## config.mk

```make
export PLATFORM = sky130hd
export DESIGN_NAME = regfile_mp_scoreboard
export DESIGN_NICKNAME = d
export VERILOG_FILES = /design/src/rtl/regfile_mp_scoreboard.sv
export SDC_FILE = /design/constraint.sdc
export NUM_CORES = 2
export LEC_CHECK = 0
export CAP_MARGIN = 0
export CORE_MARGIN = 4
export CORE_UTILIZATION = 55
export CTS_BUF_LIST = sky130_fd_sc_hd__clkbuf_2 sky130_fd_sc_hd__clkbuf_4 sky130_fd_sc_hd__clkbuf_8
export CTS_CLUSTER_DIAMETER = 120
export DETAILED_ROUTE_END_ITERATION = 16
export GPL_ROUTABILITY_DRIVEN = 0
export PLACE_DENSITY = 0.75
export SYNTH_ARGS = -nofsm -noshare
export SYNTH_HDL_FRONTEND = slang
export SYNTH_SLANG_ARGS = --single-unit
```

## constraint.sdc

```tcl
create_clock -name clk -period 7.7 [get_ports clk]
set_input_delay 1.54 -clock clk [delete_from_list [all_inputs] [get_ports clk]]
set_output_delay 1.54 -clock clk [all_outputs]
set_load 0.02 [all_outputs]
```

## src/rtl/regfile_mp_scoreboard.sv

```systemverilog
// rtl/regfile_mp_scoreboard.sv - multi-port integer register file with write bypass and busy scoreboard
module regfile_mp_scoreboard #(
    parameter int XLEN  = 32,
    parameter int NREGS = 32,
    parameter int NRD   = 2,
    parameter int AW    = $clog2(NREGS)
) (
    input  logic                clk,
    input  logic                rst,
    input  logic                wr0_en,
    input  logic [AW-1:0]       wr0_addr,
    input  logic [XLEN-1:0]     wr0_data,
    input  logic                wr1_en,
    input  logic [AW-1:0]       wr1_addr,
    input  logic [XLEN-1:0]     wr1_data,
    input  logic                rsv_en,
    input  logic [AW-1:0]       rsv_addr,
    input  logic                flush,
    input  logic [NRD*AW-1:0]   rd_addr,
    output logic [NRD*XLEN-1:0] rd_data,
    output logic [NRD-1:0]      rd_busy,
    output logic                wr_collide
);

    logic [XLEN-1:0]  regs [NREGS];
    logic [NREGS-1:0] busy;
    logic [NREGS-1:0] busy_nxt;

    logic wr0_act;
    logic wr1_act;
    logic collide;
    logic wr1_commit;

    // Register 0 is never a write target; port 1 loses a same-address race.
    assign wr0_act    = wr0_en && (wr0_addr != '0);
    assign wr1_act    = wr1_en && (wr1_addr != '0);
    assign collide    = wr0_act && wr1_act && (wr0_addr == wr1_addr);
    assign wr1_commit = wr1_act && !collide;

    // Register storage: reg 0 is only ever cleared, so it reads back as zero.
    always_ff @(posedge clk) begin
        if (!rst) begin
            for (int i = 0; i < NREGS; i++) begin
                regs[i] <= '0;
            end
        end else begin
            for (int i = 1; i < NREGS; i++) begin
                if (wr0_act && (wr0_addr == AW'(i))) begin
                    regs[i] <= wr0_data;
                end else if (wr1_commit && (wr1_addr == AW'(i))) begin
                    regs[i] <= wr1_data;
                end
            end
        end
    end

    // Scoreboard next state: completing writes clear, a younger reserve sets, flush wins over all.
    always_comb begin
        busy_nxt = busy;
        for (int i = 1; i < NREGS; i++) begin
            if ((wr0_act && (wr0_addr == AW'(i))) || (wr1_act && (wr1_addr == AW'(i)))) begin
                busy_nxt[i] = 1'b0;
            end
            if (rsv_en && (rsv_addr == AW'(i))) begin
                busy_nxt[i] = 1'b1;
            end
        end
        busy_nxt[0] = 1'b0;
        if (flush) begin
            busy_nxt = '0;
        end
    end

    // Scoreboard and collision flag registers.
    always_ff @(posedge clk) begin
        if (!rst) begin
            busy       <= '0;
            wr_collide <= 1'b0;
        end else begin
            busy       <= busy_nxt;
            wr_collide <= collide;
        end
    end

    // Read ports: zero register, then same-cycle bypass (port 0 first), then storage.
    for (genvar k = 0; k < NRD; k++) begin : g_rd
        logic [AW-1:0] a;
        logic          hit0;
        logic          hit1;

        assign a    = rd_addr[k*AW +: AW];
        assign hit0 = wr0_act && (wr0_addr == a);
        assign hit1 = wr1_act && (wr1_addr == a);

        assign rd_data[k*XLEN +: XLEN] = (a == '0) ? '0       :
                                         hit0      ? wr0_data :
                                         hit1      ? wr1_data :
                                                     regs[a];
        assign rd_busy[k] = busy[a] && !(hit0 || hit1) && (a != '0);
    end

endmodule

```

==> flow_metrics.py <==
metrics = {
    "grt": {
        "grt_pass1_vias": 52600,
        "antenna_found_initial": 10,
        "grt_start_max_net_pins": 118,
        "overflow": 0,
        "grt_pass1_wl_mm": 333,
        "grt_usage": 0.382,
    },
    "logic_synthesis": {
        "yosysUniqueCellTypes": 56,
        "syn-cell-area_mm2": 0.0618,
        "yosysWarnings": 0,
        "ys.flop_type": "edfxtp_1",
        "synth_edf_count": 992,
        "yosysSeqAreaShare": 0.492,
        "syn_nets": 5857,
        "ys_ff_latch": 1024,
        "async_flop_share": 0,
        "syn_inst": 5762,
        "syn_area_per_cell_um2": 10.7,
    },
    "worst_setup_path": {
        "regToRegSetupSlack_ps": 6960,
        "reg2reg_from": "busy[26]",
        "worstRegToRegCells": 2,
        "crit_family": "buffers and inverters",
        "cp.arrival_ps": 5980,
        "critPathMaxStageDelay_ps": 1280,
        "startpoint": "wr0_addr[4]",
        "cp_num_cells": 8,
        "critPathKind": "input port to output pin",
        "path_cells": "clkdlybuf4s50_1 -> or4_4 -> o211ai_1 -> or2_2 -> nand3b_1 -> buf_4 -> o311ai_0 -> clkdlybuf4s50_1",
        "crit_fanout": 13,
        "cp.required_ps": 6160,
        "worstSetupStartpointType": "input port",
        "r2r-end": "busy[26]",
        "cp_num_buf_inv": 3,
        "cp-end-kind": "output pin",
        "crit_slowest_cell": "o311ai_0",
        "worst_path_most_repeated_cell": "clkdlybuf4s50_1",
    },
    "die": {
        "dieArea_mm2": 0.118,
        "pin_count": 162,
        "die_h_um": 343,
        "num_rows": 122,
        "initial_core_util": 0.556,
        "core_mm2": 0.111,
        "die_w_um": 343,
    },
    "clocking": {
        "cts_max_level": 4,
        "cts_tree": "done",
        "insertion_delay_ps": 880,
        "cts_buffer_depth": 3,
        "cts_repair_resize_count": 0,
        "ctsHoldBuffers": 0,
        "cts_post_setup_buffers_inserted": 0,
        "root_buffer": "clkbuf_8",
        "clock-sinks": 1024,
        "cts_made_buffers": 170,
        "clk_pin_slew_ps": 60,
    },
    "power": {
        "power_frac_clock": 0.347,
        "powerDensity_mw_per_mm2": 206,
        "power_frac_comb": 0.169,
        "p_leak_nw": 22.8,
        "p_int_mw": 9.97,
        "irDropWorstVdd_v": 0.000159,
        "p_seq_frac": 0.484,
        "netSwitchingPower_mw": 4.02,
        "p_sw_frac": 0.287,
    },
    "cells_and_area": {
        "final_util": 0.610,
        "n_fill_cell": 8680,
        "area_growth_pct": 9.61,
        "layout-drive-gt1-share": 0.161,
        "design_area_mm2": 0.0678,
        "fin_nets": 5718,
        "fin_cells": 7249,
    },
    "detailed_routing": {
        "wl_mm": 231,
        "antenna_left": 0,
        "drc_errors": 0,
        "drt_iter0_markers": 9924,
        "vias_per_cell": 7.42,
        "avgRoutedWirePerCell_um": 31.9,
        "vias": 53800,
        "first_pass_iters": 10,
    },
    "placement": {
        "dp_cells": 6938,
        "dp_hpwl_mm": 138,
        "placed_cell_area_mm2": 0.0644,
        "numPortBuffers": 161,
    },
    "timing": {
        "slew_headroom": -0.0414,
        "fin_skew_ps": 0,
        "rsz0062_at_grt": "false",
        "setup_violations": 0,
        "fmax_mhz": 133,
        "finalSetupTns_ps": 0,
        "fin_hold_ws_ps": 526,
        "period_share": 0.976,
        "fin_crit_ps": 7520,
        "hold_viol": 0,
        "slew_viol_final": 6,
        "tightest_slew_ps": 1540,
    },
    "status": {
        "violations": "capacitance limit, slew limit",
        "status": "complete, but fails checks",
    },
    "min_path": {
        "hold_depth": 2,
        "hp-class": "flop to flop",
        "hold_start": "busy[1]",
        "hold_path_end": "busy[1]",
    },
    "job": {
        "maxCapViolations": 4,
    },
}
## area by class of cell
cell class / instances / area [um^2] / area share
Clock buffer: 242 / 2940 / 0.0433
Multi-Input combinational cell: 3981 / 28400 / 0.419
Sequential cell: 1024 / 30400 / 0.449
Inverter: 32 / 120 / 0.00177
Clock inverter: 57 / 369 / 0.00545
Tap cell: 1488 / 1860 / 0.0275
Antenna cell: 11 / 27.5 / 0.000406
Timing Repair Buffer: 414 / 3630 / 0.0536
## cells in the final DEF (no fill, tap or decap), drive strengths merged, types with 31 or more instances in the layout
cell type and count:
nor2b 75, mux4 182, nor3 37, nand2 1032
o311ai 39, o31ai 125, edfxtp 992, a221oi 64
clkdlybuf4s50 128, o21ai 801, nor2 59, a211oi 48
clkinv 46, mux2 131, clkbuf 243, a22o 160
o22ai 253, a32o 32, inv 33, or3 64
a21oi 70, o211ai 31, mux2i 540, nand4 36
dfxtp 32, buf 285
## synth_stat cells, types with 28 or more instances
| library cell | n | area, um^2 |
|---|---|---|
| o31ai_1 | 125 | 938 |
| nor3_1 | 36 | 180 |
| dfxtp_1 | 32 | 641 |
| nand2_1 | 1032 | 3870 |
| a2111oi_0 | 30 | 263 |
| clkbuf_1 | 488 | 1830 |
| o21ai_0 | 749 | 3750 |
| buf_2 | 118 | 591 |
| a32o_1 | 32 | 320 |
| mux2i_1 | 540 | 5410 |
| nor2b_1 | 75 | 469 |
| a32oi_1 | 28 | 245 |
| mux4_2 | 182 | 4100 |
| o21ai_1 | 51 | 255 |
| o22ai_1 | 253 | 1580 |
| nor2_1 | 59 | 221 |
| mux2_2 | 131 | 1480 |
| a41oi_1 | 30 | 263 |
| a211oi_1 | 34 | 255 |
| a22o_1 | 160 | 1400 |
| o311ai_0 | 39 | 342 |
| a21oi_1 | 69 | 345 |
| a221oi_1 | 64 | 561 |
| o211ai_1 | 31 | 233 |
| or3_1 | 64 | 400 |
| inv_1 | 31 | 116 |
| nand4_1 | 36 | 225 |
| buf_1 | 65 | 244 |
| edfxtp_1 | 992 | 29800 |
## how the worst max path moves through the flow
stage	endpoint	slack (ps)
3_5_place_dp	rd_data[54]	530
4_1_cts	rd_data[54]	490
3_3_place_gp	rd_data[54]	490
5_1_grt	rd_data[51]	180
6_report	rd_data[51]	180
2_1_floorplan	regs[14][0]	290
## worst reg2reg max path, stage by stage, from the launching register on
cell,delay [ps]
dfxtp_1,340
a32oi_1,210
nor2_1,60
## registers in the layout, summed over array words and instances, names as in the netlist
register	cells
regs	992
busy	31
wr_collide	1
## power groups by stage
stage	Sequential [mW]	Clock, mW	Combinational, mW
after floorplan	6.81	0	1.38
after global placement	6.83	0	2.21
after detailed placement	6.87	0	2.25
after CTS	6.75	4.82	2.26
after global routing	6.80	5.08	2.42
final	6.77	4.85	2.37
## per-stage QoR
step           power (mW)  worst slack [ps]
4_1_cts              13.8               494
5_1_grt              14.3               180
3_3_place_gp         9.04               495
3_5_place_dp         9.12               525
2_1_floorplan        8.18               290
6_report             14.0               185
## per-layer routing
| layer | vias to the layer above | wire [um] | global-route usage |
|---|---|---|---|
| met1 | 25300 | 76700 | 0.489 |
| met4 | 4 | 17300 | 0.242 |
| met2 | 5519 | 97800 | 0.559 |
| li1 | 21700 | - | - |
| met5 | - | 148 | 0 |
| met3 | 1230 | 39500 | 0.131 |
## logic make-up (layout without fill, tap and decap cells)
logic type	after synthesis	count (layout)	share of synthesized area
AO/OA/AOI/OAI	1713	1713	0.179
AND/OR/NAND/NOR	1390	1390	0.0966
flip-flops	1024	1024	0.492
multiplexers	853	853	0.178
buffers and inverters	757	745	0.0515
XOR/XNOR	25	25	0.00354
other	0	11	0
(Power assumes the default switching activity.)
